### config.mk
export PLATFORM = sky130hd
export DESIGN_NAME = bp_fe_fence_sequencer_flat
export DESIGN_NICKNAME = d
export VERILOG_FILES = /design/src/rtl/bp_fe_fence_sequencer_pkg.sv /design/src/rtl/bp_fe_fence_sequencer_if.sv /design/src/rtl/bp_fe_fence_sequencer_timer.sv /design/src/rtl/bp_fe_fence_sequencer.sv /design/src/flat_wrapper.sv
export SDC_FILE = /design/constraint.sdc
export NUM_CORES = 1
export LEC_CHECK = 0
export ABC_AREA = 0
export ABC_CLOCK_PERIOD_IN_PS = 8570
export CAP_MARGIN = 5
export CORE_MARGIN = 2
export CORE_UTILIZATION = 45
export DETAILED_ROUTE_END_ITERATION = 16
export PLACE_DENSITY = 0.9
export SLEW_MARGIN = 20
export SYNTH_ARGS = -nofsm -noshare
export SYNTH_HDL_FRONTEND = slang
export SYNTH_SLANG_ARGS = --single-unit
### constraint.sdc
create_clock -name clk_i -period 8.57 [get_ports clk_i]
set_input_delay 2.1425 -clock clk_i [delete_from_list [all_inputs] [get_ports clk_i]]
set_output_delay 2.1425 -clock clk_i [all_outputs]
set_load 0.02 [all_outputs]
### src/rtl/bp_fe_fence_sequencer_pkg.sv
// Shared types for the FE fence sequencer.
// State encoding and the post-drain routing helper.
package bp_fe_pkg;

    typedef enum logic [2:0] {
        e_fence_idle,
        e_fence_drain,
        e_fence_flush,
        e_fence_req,
        e_fence_wait,
        e_fence_resume
    } bp_fe_fence_state_e;

    // Where to go once the I$ fill credits have drained
    function automatic bp_fe_fence_state_e fence_after_drain(
        input logic itlb,
        input logic icache
    );
        if (itlb) begin
            return e_fence_flush;
        end else if (icache) begin
            return e_fence_req;
        end
        return e_fence_resume;
    endfunction

endpackage

### src/rtl/bp_fe_fence_sequencer_if.sv
// Command, I$, IMMU and pc_gen handshakes of the fence sequencer.
// slave = sequencer side, master = surrounding FE datapath.
interface bp_fe_fence_sequencer_if #(
    parameter int vaddr_width_p = 39
) ();
    logic                     fence_v_i;
    logic                     fence_itlb_i;
    logic                     fence_icache_i;
    logic [vaddr_width_p-1:0] fence_npc_i;
    logic                     fence_yumi_o;
    logic                     credits_empty_i;
    logic                     itlb_flush_v_o;
    logic                     icache_fence_v_o;
    logic                     icache_fence_yumi_i;
    logic                     icache_fence_done_i;
    logic                     redirect_v_o;
    logic [vaddr_width_p-1:0] redirect_pc_o;
    logic                     redirect_yumi_i;
    logic                     fetch_block_o;
    logic                     busy_o;
    logic                     timeout_o;

    modport slave (
        input  fence_v_i, fence_itlb_i, fence_icache_i, fence_npc_i,
        input  credits_empty_i, icache_fence_yumi_i, icache_fence_done_i,
        input  redirect_yumi_i,
        output fence_yumi_o, itlb_flush_v_o, icache_fence_v_o,
        output redirect_v_o, redirect_pc_o, fetch_block_o, busy_o, timeout_o
    );

    modport master (
        output fence_v_i, fence_itlb_i, fence_icache_i, fence_npc_i,
        output credits_empty_i, icache_fence_yumi_i, icache_fence_done_i,
        output redirect_yumi_i,
        input  fence_yumi_o, itlb_flush_v_o, icache_fence_v_o,
        input  redirect_v_o, redirect_pc_o, fetch_block_o, busy_o, timeout_o
    );
endinterface

### src/rtl/bp_fe_fence_sequencer_timer.sv
// Saturating wait-state timer for the fence sequencer.
// expire_o fires on the timeout_p-th enabled cycle since the last clear.
module bp_fe_fence_timer #(
    parameter int timeout_p = 1023
) (
    input  logic clk_i,
    input  logic reset_i,
    input  logic clear_i,
    input  logic en_i,
    output logic expire_o
);
    localparam int w_lp = (timeout_p > 1) ? $clog2(timeout_p + 1) : 1;
    localparam logic [w_lp-1:0] max_lp  = w_lp'(timeout_p);
    localparam logic [w_lp-1:0] last_lp = w_lp'(timeout_p - 1);

    logic [w_lp-1:0] count_q;

    // Count enabled cycles, hold at the limit, restart on clear
    always_ff @(posedge clk_i or posedge reset_i) begin
        if (reset_i) begin
            count_q <= '0;
        end else if (clear_i) begin
            count_q <= '0;
        end else if (en_i && (count_q != max_lp)) begin
            count_q <= count_q + 1'b1;
        end
    end

    assign expire_o = en_i & (count_q == last_lp);
endmodule

### src/rtl/bp_fe_fence_sequencer.sv
// FE fence sequencer: block fetch, drain fills, flush ITLB,
// fence the I$, then redirect pc_gen to the latched npc.
module bp_fe_fence_sequencer
    import bp_fe_pkg::*;
#(
    parameter int vaddr_width_p = 39,
    parameter int timeout_p     = 1023
) (
    input logic                    clk_i,
    input logic                    reset_i,
    bp_fe_fence_sequencer_if.slave io
);
    bp_fe_fence_state_e       state_q;
    logic [vaddr_width_p-1:0] npc_q;
    logic                     itlb_q;
    logic                     icache_q;
    logic                     pending_q;
    logic                     timeout_q;
    logic                     timed;
    logic                     expire;
    logic                     idle;

    assign idle  = (state_q == e_fence_idle);
    assign timed = (state_q == e_fence_drain) | (state_q == e_fence_wait);

    // Only the two wait states count; leaving them restarts the timer
    bp_fe_fence_timer #(
        .timeout_p(timeout_p)
    ) timer (
        .clk_i   (clk_i),
        .reset_i (reset_i),
        .clear_i (~timed),
        .en_i    (timed),
        .expire_o(expire)
    );

    // Sequence one fence command; the awaited event beats a timeout
    always_ff @(posedge clk_i or posedge reset_i) begin
        if (reset_i) begin
            state_q   <= e_fence_idle;
            npc_q     <= '0;
            itlb_q    <= 1'b0;
            icache_q  <= 1'b0;
            pending_q <= 1'b0;
            timeout_q <= 1'b0;
        end else begin
            unique case (state_q)
                e_fence_idle: begin
                    if (io.fence_v_i) begin
                        npc_q    <= io.fence_npc_i;
                        itlb_q   <= io.fence_itlb_i;
                        icache_q <= io.fence_icache_i;
                        state_q  <= e_fence_drain;
                    end
                end
                e_fence_drain: begin
                    if (io.credits_empty_i) begin
                        state_q <= fence_after_drain(itlb_q, icache_q);
                    end else if (expire) begin
                        timeout_q <= 1'b1;
                        state_q   <= fence_after_drain(itlb_q, icache_q);
                    end
                end
                e_fence_flush: begin
                    state_q <= icache_q ? e_fence_req : e_fence_resume;
                end
                e_fence_req: begin
                    if (io.icache_fence_yumi_i) begin
                        pending_q <= io.icache_fence_done_i;
                        state_q   <= e_fence_wait;
                    end
                end
                e_fence_wait: begin
                    if (io.icache_fence_done_i || pending_q) begin
                        pending_q <= 1'b0;
                        state_q   <= e_fence_resume;
                    end else if (expire) begin
                        timeout_q <= 1'b1;
                        state_q   <= e_fence_resume;
                    end
                end
                e_fence_resume: begin
                    if (io.redirect_yumi_i) begin
                        state_q <= e_fence_idle;
                    end
                end
                default: state_q <= e_fence_idle;
            endcase
        end
    end

    assign io.fence_yumi_o     = io.fence_v_i & idle & ~reset_i;
    assign io.busy_o           = ~idle;
    assign io.fetch_block_o    = ~idle;
    assign io.itlb_flush_v_o   = (state_q == e_fence_flush);
    assign io.icache_fence_v_o = (state_q == e_fence_req);
    assign io.redirect_v_o     = (state_q == e_fence_resume);
    assign io.redirect_pc_o    = npc_q;
    assign io.timeout_o        = timeout_q;
endmodule

### src/flat_wrapper.sv
// flat-port wrapper written by rule: the top's interface ports become plain ports
module bp_fe_fence_sequencer_flat import bp_fe_pkg::*;
#(
    parameter int vaddr_width_p = 39,
    parameter int timeout_p     = 1023
)
  (clk_i, reset_i, io_fence_v_i, io_fence_itlb_i, io_fence_icache_i, io_fence_npc_i, io_credits_empty_i, io_icache_fence_yumi_i, io_icache_fence_done_i, io_redirect_yumi_i, io_fence_yumi_o, io_itlb_flush_v_o, io_icache_fence_v_o, io_redirect_v_o, io_redirect_pc_o, io_fetch_block_o, io_busy_o, io_timeout_o);
  bp_fe_fence_sequencer_if #(.vaddr_width_p(vaddr_width_p)) io_i ();
  input logic clk_i;
  input logic reset_i;
  input wire logic [$bits(io_i.fence_v_i)-1:0] io_fence_v_i;
  input wire logic [$bits(io_i.fence_itlb_i)-1:0] io_fence_itlb_i;
  input wire logic [$bits(io_i.fence_icache_i)-1:0] io_fence_icache_i;
  input wire logic [$bits(io_i.fence_npc_i)-1:0] io_fence_npc_i;
  input wire logic [$bits(io_i.credits_empty_i)-1:0] io_credits_empty_i;
  input wire logic [$bits(io_i.icache_fence_yumi_i)-1:0] io_icache_fence_yumi_i;
  input wire logic [$bits(io_i.icache_fence_done_i)-1:0] io_icache_fence_done_i;
  input wire logic [$bits(io_i.redirect_yumi_i)-1:0] io_redirect_yumi_i;
  output wire logic [$bits(io_i.fence_yumi_o)-1:0] io_fence_yumi_o;
  output wire logic [$bits(io_i.itlb_flush_v_o)-1:0] io_itlb_flush_v_o;
  output wire logic [$bits(io_i.icache_fence_v_o)-1:0] io_icache_fence_v_o;
  output wire logic [$bits(io_i.redirect_v_o)-1:0] io_redirect_v_o;
  output wire logic [$bits(io_i.redirect_pc_o)-1:0] io_redirect_pc_o;
  output wire logic [$bits(io_i.fetch_block_o)-1:0] io_fetch_block_o;
  output wire logic [$bits(io_i.busy_o)-1:0] io_busy_o;
  output wire logic [$bits(io_i.timeout_o)-1:0] io_timeout_o;
  assign io_i.fence_v_i = io_fence_v_i;
  assign io_i.fence_itlb_i = io_fence_itlb_i;
  assign io_i.fence_icache_i = io_fence_icache_i;
  assign io_i.fence_npc_i = io_fence_npc_i;
  assign io_i.credits_empty_i = io_credits_empty_i;
  assign io_i.icache_fence_yumi_i = io_icache_fence_yumi_i;
  assign io_i.icache_fence_done_i = io_icache_fence_done_i;
  assign io_i.redirect_yumi_i = io_redirect_yumi_i;
  assign io_fence_yumi_o = io_i.fence_yumi_o;
  assign io_itlb_flush_v_o = io_i.itlb_flush_v_o;
  assign io_icache_fence_v_o = io_i.icache_fence_v_o;
  assign io_redirect_v_o = io_i.redirect_v_o;
  assign io_redirect_pc_o = io_i.redirect_pc_o;
  assign io_fetch_block_o = io_i.fetch_block_o;
  assign io_busy_o = io_i.busy_o;
  assign io_timeout_o = io_i.timeout_o;
  bp_fe_fence_sequencer #(.vaddr_width_p(vaddr_width_p), .timeout_p(timeout_p)) u_core (.clk_i(clk_i), .reset_i(reset_i), .io(io_i));
endmodule
======== Yosys cells after proc, flatten, opt, wreduce, memory -nomap -nowiden ========
Cells that the tools add are included.
storage, ports and cells
  word-level logic and storage cells ...... 68
  output and inout port bits .............. 46
  bits of input ports ..................... 48
  bits in registers ....................... 56
cells by class
  $add $sub $neg .......................... 1
  eq/ne operators ......................... 16
  mux-type cells .......................... 29
  bitwise operators ....................... 6
  reduce and logical (&&, ||, !) cells .... 9
operators with widths
  operator                                                                  count
  3-bit 2-to-1 mux                                                          12
  10-bit 2-to-1 mux                                                         2
  3-bit one-hot mux with 6 select lines                                     1
  1-bit 2-to-1 mux                                                          12
  2-bit inequality test (second input constant)                             6
  10-bit by 1-bit adder with 10-bit output (second input constant)          1
  10-bit == test (second input constant)                                    1
  10-bit inequality test (second input constant)                            1
  3-bit by 2-bit == test with 1-bit output (second input constant)          2
  3-bit == test (second input constant)                                     2
  3-bit by 2-bit inequality test with 1-bit output (second input constant)  2
  3-bit AND reduction                                                       2
  5-bit AND reduction                                                       1
  1-bit one-hot mux with 2 select lines                                     2
  2-bit nonzero test                                                        2
  1-bit bitwise AND                                                         3
  3-bit by 1-bit == test with 1-bit output (second input constant)          1
  3-bit zero test                                                           1
  2-bit by 1-bit inequality test with 1-bit output (second input constant)  1
  1-bit NOT                                                                 2
  2-bit AND reduction                                                       1
  1-bit logical AND                                                         1
  1-bit logical OR                                                          1
  1-bit bitwise OR                                                          1

======== Longest topological paths before layout ========
Gate-level depths: netlist of the first run.
  depth in word-level cells ............... 10
  mapped depth ............................ 6
  gate-level depth less buffers ........... 6

======== Cells and area by module ========
From an unflattened synthesis of the first run, not the netlist that was laid out.
second synthesis, totals
  cell total of the unflattened synthesis .. 206
  area, all modules ....................... 2792.7 um^2
by module, submodules not included
  module                 sequential area each (um^2)  instances  area each (um^2)  cells each
  bp_fe_fence_sequencer  1151.1                       1          2185.8            145
  bp_fe_fence_timer      250.2                        1          606.8             61

======== Worst setup path after synthesis of the first run ========
Ideal clock, no wire load.
  path kind ............................... input port to output port
  from .................................... input port reset_i
  to ...................................... output port io_fence_yumi_o
  arrival time ............................ 3759 ps
  stages .................................. 2
  data required time ...................... 6428 ps
  buffers on the path ..................... 0
  path slack .............................. 2669 ps
  cell sequence ........................... inv_1 -> and3_1
on the way
  longest elaborated chain between the ends .. 2
ends and longest elaborated chain
  element            line                         source
  start, declared    flat_wrapper.sv:10           input logic reset_i;
  1-bit NOT          bp_fe_fence_sequencer.sv:92  assign io.fence_yumi_o = io.fence_v_i & idle & ~reset_i;
  1-bit bitwise AND  bp_fe_fence_sequencer.sv:92
  end, declared      flat_wrapper.sv:19           output wire logic [$bits(io_i.fence_yumi_o)-1:0] io_fence_yumi_o;
No other way between the ends.

======== Worst setup path in the final report of the first run ========
Ends and elaborated chain as after synthesis.

==> impl_results.md, run 1 <==
* Status: complete, no violations
* Asr flop ratio synth at 1.000
* Initial antenna violation count at 0
* Worst setup SP type: primary input
* Cts repair resizes at 0
* Top Ports at 94
* Number of DRC markers in iteration 0 at 156
* Clk root buf: clkbuf_8
* Fill count at 406
* FF-to-FF Start: u_core.state_q[1]
* Path depth of the worst reg2reg path at 3
* Fin nets at 337
* Final setup fails at 0
* Most used cell, CP: clkdlybuf4s50_1
* DR vias at 1845
* # Post-CTS Setup Buffers at 0
* Syn avg cell area at 12.87 um2
* Net Count, Synth at 247
* Die area at 6250 um2
* Worst EP arrival at 3990 ps
* Seq/Total Area, Yosys at 0.5528
* Top cell type's share of synthesized area at 0.5528
* Top_reg_cell synth: dfrtp_1
* Hold-fix buffers, CTS at 0
* Setup TNS at 0 ps
* Hold Fails Final Rpt at 0
* Critical Path Source: reset_i
* Row cnt at 27
* Setup crit end kind: output pin
* Share of layout cells above drive strength 1 at 0.05903
* Synthesized area at 2535 um2
* DP HPWL at 3.880 mm
* # diodes at 0
* Crit. path cell count at 5
* Remaining DRCs at 0
* Post-synth EDFFs at 0
* Top delay family on crit path: buffers and inverters
* Clk_lat worst skew at 300 ps
* Longest Clk Path Bufs at 2
* H-tree depth at 2
* Warnings, synthesis at 0
* Max frequency at 163.0 MHz
* Syn-to-layout area delta at 40.97%
* Gpl congestion at 0.8545
* Buffers added on ports at 93
* Global-route wire length before repair at 8.921 mm
* Hold path depth at 1
* Minimum clock period at 6134 ps
* Synthesis-stage register bit count at 56
* Grt ovf at 0
* Post-Syn Instances at 197
* Buf/Inv on CP at 4
* Max-slew violation count at 0
* Largest net degree at the start of global routing at 58
* Worst path max stage delay at 600 ps
* Critical path fanouts, max at 57
* Peak supply drop at 0.0002077 V
* Initial Util at 0.4632
* Synth area leader: dfrtp_1
* Clk pin slew, worst setup/hold paths at 90 ps
* Worst-margin pin slew at 928.0 ps
* Slew headroom at 0.3813
* GRT Resource Usage Total at 0.1816
* Worst EP required at 6430 ps
* Largest cells by area after synthesis: dfrtp_1 (55%), mux2_1 (19%), nor2_1 (1.9%)
* Final wirelength at 5.237 mm
* Cts bufs inserted at 5
* Unrepaired setup endpoints after global routing: no
* Clock Skew at 10.12 ps
* Period Utilization, post-route at 0.7158
* Min-delay worst type: flip-flop to flip-flop
* Max_cap viols at 0
* Core area at 5473 um2
* Unique masters post-synth at 44
* Vias in the first global route at 1852
* HP Start: u_core.io.timeout_o
* Chip width at 79.06 um
* Antenna-violating nets left at 0
* Die Y at 79.06 um
* Static leakage at 0.001493 uW
* Cell Pwr Density at 329.5 nW/um2
* Drt wl/cell at 14.55 um
* Kind of critical path: primary input to output pin
* CTS tree: done
* Total clock sinks at 56
* Multi-input gate area at 1028 um2
* Worst path cell trace: clkdlybuf4s50_1 -> inv_2 -> buf_4 -> and3_1 -> clkdlybuf4s50_1
* Vias per cell at 5.125
* Register area at 1401 um2
* Worst path slowest cell: clkdlybuf4s50_1
* Hold slack final at 473.6 ps
* First-pass DRT Iterations at 4
-- cell families (layout without fill, tap and decap cells) --
group,count (synthesis),after routing,share of synthesized area
adders and majority gates,2,2,0.009870
AOI/OAI and AO/OA,24,24,0.07305
buffers and inverters,18,109,0.04195
DFF,56,56,0.5528
xor gates and xnor gates,5,5,0.01727
muxes,43,43,0.1905
and+or+nand+nor,49,49,0.1145
-- synthesized netlist by cell type, types with 2 or more instances --
library cell	number
buf_2	3
ha_1	2
inv_1	7
nand3_1	2
nor3_1	9
and3_1	2
and2_1	3
nand2_1	6
a21oi_1	7
a31oi_1	2
nor2_1	13
mux2_1	42
buf_4	6
xnor2_1	4
dfrtp_1	56
nand2b_1	3
a211oi_1	3
-- routing by layer --
layer,global-route usage,part of all wire
met4,0.05690,0.020
met1,0.2304,0.40
met3,0.06136,0.070
met2,0.2949,0.51
met5,0,0
-- sequential cells by signal, summed over array words and instances (netlist names) --
register and cells:
u_core.pending_q 1, u_core.itlb_q 1, u_core.io.redirect_pc_o 39, u_core.icache_q 1, u_core.io.timeout_o 1, u_core.state_q 3
u_core.timer.count_q 10
-- through the flow --
step,setup slack (ps),total power [uW],instances,util,instance area (um2)
after global placement,2377,1031,352,0.6367,3485
after detailed placement,2369,1046,352,0.6367,3485
after floorplan,2669,784.3,197,-,2535
after CTS,2375,1188,360,0.6529,3573
final,2436,1177,360,0.6529,3573
after global routing,2285,1257,360,0.6529,3573
-- power breakdown --
part / internal (uW) / total, uW / switching [uW]
combinational: 299 / 578 / 279
clock: 58.2 / 137 / 78.3
sequential: 377 / 463 / 86.6
-- worst paths after layout --
kind | slack [ps] | to
worst max-delay path | 2440 | io_fence_yumi_o
worst min-delay path | 470 | u_core.io.timeout_o
worst max register to register | 6320 | u_core.io.redirect_pc_o[20]
worst min register to register | 470 | u_core.io.timeout_o
max in group asynchronous | 5770 | u_core.timer.count_q[3]
min in group asynchronous | 2330 | u_core.io.redirect_pc_o[32]
-- layout by cell type, fill, tap and decap left out, types with 2 or more instances in the layout --
| master | synthesis | final |
|---|---|---|
| a211oi_1 | 3 | 3 |
| a21oi_1 | 7 | 7 |
| a31oi_1 | 2 | 2 |
| and2_1 | 3 | 2 |
| and3_1 | 2 | 2 |
| clkbuf_8 | 0 | 5 |
| clkdlybuf4s50_1 | 0 | 93 |
| dfrtp_1 | 56 | 56 |
| ha_1 | 2 | 2 |
| inv_1 | 7 | 6 |
| mux2_1 | 42 | 42 |
| nand2_1 | 6 | 6 |
| nand2b_1 | 3 | 3 |
| nand3_1 | 2 | 2 |
| nor2_1 | 13 | 13 |
| nor3_1 | 9 | 9 |
| xnor2_1 | 4 | 4 |
-- final cells by class --
| cell class | instances | share of cell area |
|---|---|---|
| inverters | 7 | 0.007353 |
| clock inverters | 2 | 0.004552 |
| flip-flops and latches | 56 | 0.3922 |
| clock buffers | 6 | 0.02031 |
| repair buffers | 94 | 0.2626 |
| multi-input cells | 123 | 0.2878 |
| well taps | 72 | 0.02521 |
-- worst register-to-register path: stages, from the launching register on --
cell and delay (ps):
dfrtp_1 570, nor3_1 350, and2_2 820, mux2_1 410
No activity file was read; power rests on OpenSTA's default activity.
==> run 2: changes to the inputs <==
ABC_CLOCK_PERIOD_IN_PS = 5900   (was 8570)
CORE_UTILIZATION = 44   (was 45)
PLACE_DENSITY = 0.89   (was 0.9)
clock period = 5.9 ns   (was 8.57 ns; I/O delays follow)
==> run 2 against run 1 <==
Non-clock buffer count unchanged. Die area rose by 2.1%. Core utilization down 0.93 points. Cell count fell by 0.28%. Register-to-register slack worse by 2800 ps. Routed wire length decreased by 1.7%. Setup slack lost 770 ps. Cell area shrank 0.21%. Critical path type unchanged. Critical endpoint unchanged. Largest cell class unchanged.
==> impl_results.md, run 2 (synthesis results as in run 1) <==
* Remaining DRCs at 0 (unchanged)
* Fin nets at 337 (unchanged)
* Die Y at 79.90 um (+1.1%)
* Period Utilization, post-route at 0.7179
* Drt wl/cell at 14.34 um (-1.4%)
* Global-route wire length before repair at 8.611 mm (-3.5%)
* Hold slack final at 484.7 ps (+11.10 ps)
* Unrepaired setup endpoints after global routing: no
* Most frequent cells in the layout: clkdlybuf4s50_1 (93), dfrtp_1 (56), mux2_1 (42), nor2_1 (13), nor3_1 (9)
* Max FFs per register at 39 (unchanged)
* First-pass DRT Iterations at 4 (unchanged)
* Die area at 6384 um2 (+2.1%)
* Buffers added on ports at 93 (unchanged)
* Cell Pwr Density at 477.1 nW/um2 (+45%)
* Peak supply drop at 0.0002607 V (+26%)
* Final setup fails at 0 (unchanged)
* Hold-fix buffers, CTS at 0 (unchanged)
* Total clock sinks at 56 (unchanged)
* Final wirelength at 5.149 mm (-1.7%)
* Share of layout cells above drive strength 1 at 0.05923 (+0.0002057)
* Hold Fails Final Rpt at 0 (unchanged)
* Max_cap viols at 0 (unchanged)
* Setup crit end kind: output pin
* Kind of critical path: primary input to output pin
* DP Worst Slack at 1633 ps (-736.2 ps)
* Number of DRC markers in iteration 0 at 49 (-69%)
* Worst setup SP type: primary input
* Placed insts at 352 (unchanged)
* Initial Util at 0.4575 (-0.005649)
* Static leakage at 0.001492 uW (about the same)
* Setup TNS at 0 ps (unchanged)
* Row cnt at 27 (unchanged)
* Antenna-violating nets left at 0 (unchanged)
* Critical path fanouts, max at 3 (-95%)
* Status: complete, no violations
* Buf/Inv on CP at 2 (-2)
* Min-delay worst type: flip-flop to flip-flop
* Slew headroom at 0.3632 (-0.01816)
* Most common cell after layout, fill and taps aside: clkdlybuf4s50_1
* Core area at 5540 um2 (+1.2%)
* Top delay family on crit path: buffers and inverters
* Max-slew violation count at 0 (unchanged)
* Longest Clk Path Bufs at 2 (unchanged)
* Vias in the first global route at 1967 (+6.2%)
* Syn-to-layout area delta at 40.67%
* # diodes at 0 (unchanged)
* Clk_lat worst skew at 290 ps (about the same)
* DP HPWL at 3.814 mm (-1.7%)
* Gpl congestion at 0.8167 (-4.4%)
* Worst path cell trace: clkdlybuf4s50_1 -> and3_1 -> clkdlybuf4s50_1
* Worst EP required at 4430 ps (-2000 ps)
* Top Ports at 94 (unchanged)
* Worst path slowest cell: clkdlybuf4s50_1
* Post-route insts no fill at 359 (-0.28%)
* Grt ovf at 0 (unchanged)
* DR vias at 1843 (-0.11%)
* Worst-margin pin slew at 955.2 ps (+27.24 ps)
* H-tree depth at 2 (unchanged)
* Most used cell, CP: clkdlybuf4s50_1
* Vias per cell at 5.134 (+0.17%)
* Worst EP arrival at 2760 ps (-1230 ps)
* Clock Skew at 2.922 ps (-7.194 ps)
* Largest net degree at the start of global routing at 57 (-1.7%)
* Max frequency at 236.1 MHz
* Minimum clock period at 4236 ps
* Clk pin slew, worst setup/hold paths at 90 ps (about the same)
* Clk root buf: clkbuf_8
* Chip width at 79.90 um (+1.1%)
* GRT Resource Usage Total at 0.1690 (-0.01260)
* # Post-CTS Setup Buffers at 0 (unchanged)
* CTS tree: done
* Fill count at 440 (+8.4%)
* Cts bufs inserted at 5 (unchanged)
* Cts repair resizes at 0 (unchanged)
* Worst path max stage delay at 600 ps (about the same)
* Final setup margin at 1664 ps (-771.5 ps)
* Initial antenna violation count at 0 (unchanged)
## run 2: changes by cell type in the layout (fill, tap and decap cells not counted)
cell	previous run	this run
clkbuf_1	1	0
clkinv_2	0	1
clkinv_4	1	0
## run 2: worst paths after layout
path | slack (ps) | depth (start not counted) | start | endpoint
max in group asynchronous | 3740 | 3 | reset_i | u_core.timer.count_q[0]
max | 1660 | 3 | io_fence_v_i | io_fence_yumi_o
max reg2reg | 3520 | 3 | u_core.state_q[1] | u_core.io.redirect_pc_o[6]
min in group asynchronous | 1700 | 3 | reset_i | u_core.io.redirect_pc_o[15]
min | 480 | 1 | u_core.io.timeout_o | u_core.io.timeout_o
min reg2reg | 480 | 1 | u_core.io.timeout_o | u_core.io.timeout_o
## run 2: final cells by class
class                      count  area, um2  share of cell area
clock buffer                   5      68.82             0.01930
clock inverter                 2      12.51            0.003509
inverter                       7      26.28            0.007368
multi-input combinational    123       1028              0.2884
sequential                    56       1401              0.3930
tap                           72      90.09             0.02526
timing repair buffer          94      938.4              0.2632
## run 2: worst reg2reg max path: cells and delay by family, from the launching register on
kind | cells | cell delay [ps]
flip-flops | 1 | 560
AND/OR/NAND/NOR | 2 | 1290
multiplexers | 1 | 420
## run 2: power by group
part | leakage (uW) | switching, uW | internal (uW)
combinational | 0.000762 | 409 | 434
clock | 0.0000400 | 114 | 80.7
sequential | 0.000690 | 116 | 547
total | 0.00149 | 640 | 1060
## run 2: stage by stage
step / util / power, uW / cell area (um2)
6_report: 0.6436 / 1701 / 3566
5_1_grt: 0.6436 / 1814 / 3566
4_1_cts: 0.6436 / 1725 / 3566
3_5_place_dp: 0.6290 / 1523 / 3485
3_3_place_gp: 0.6290 / 1488 / 3485
2_1_floorplan: - / 1139 / 2535
## run 2: metal layers
metal | GRT usage | routed length, um | vias to the layer above
li1 | - | - | 877
met1 | 0.1982 | 2100 | 896
met2 | 0.3000 | 2599 | 65
met3 | 0.05430 | 421 | 5
met4 | 0.03898 | 28 | 0
met5 | 0 | 0 | -
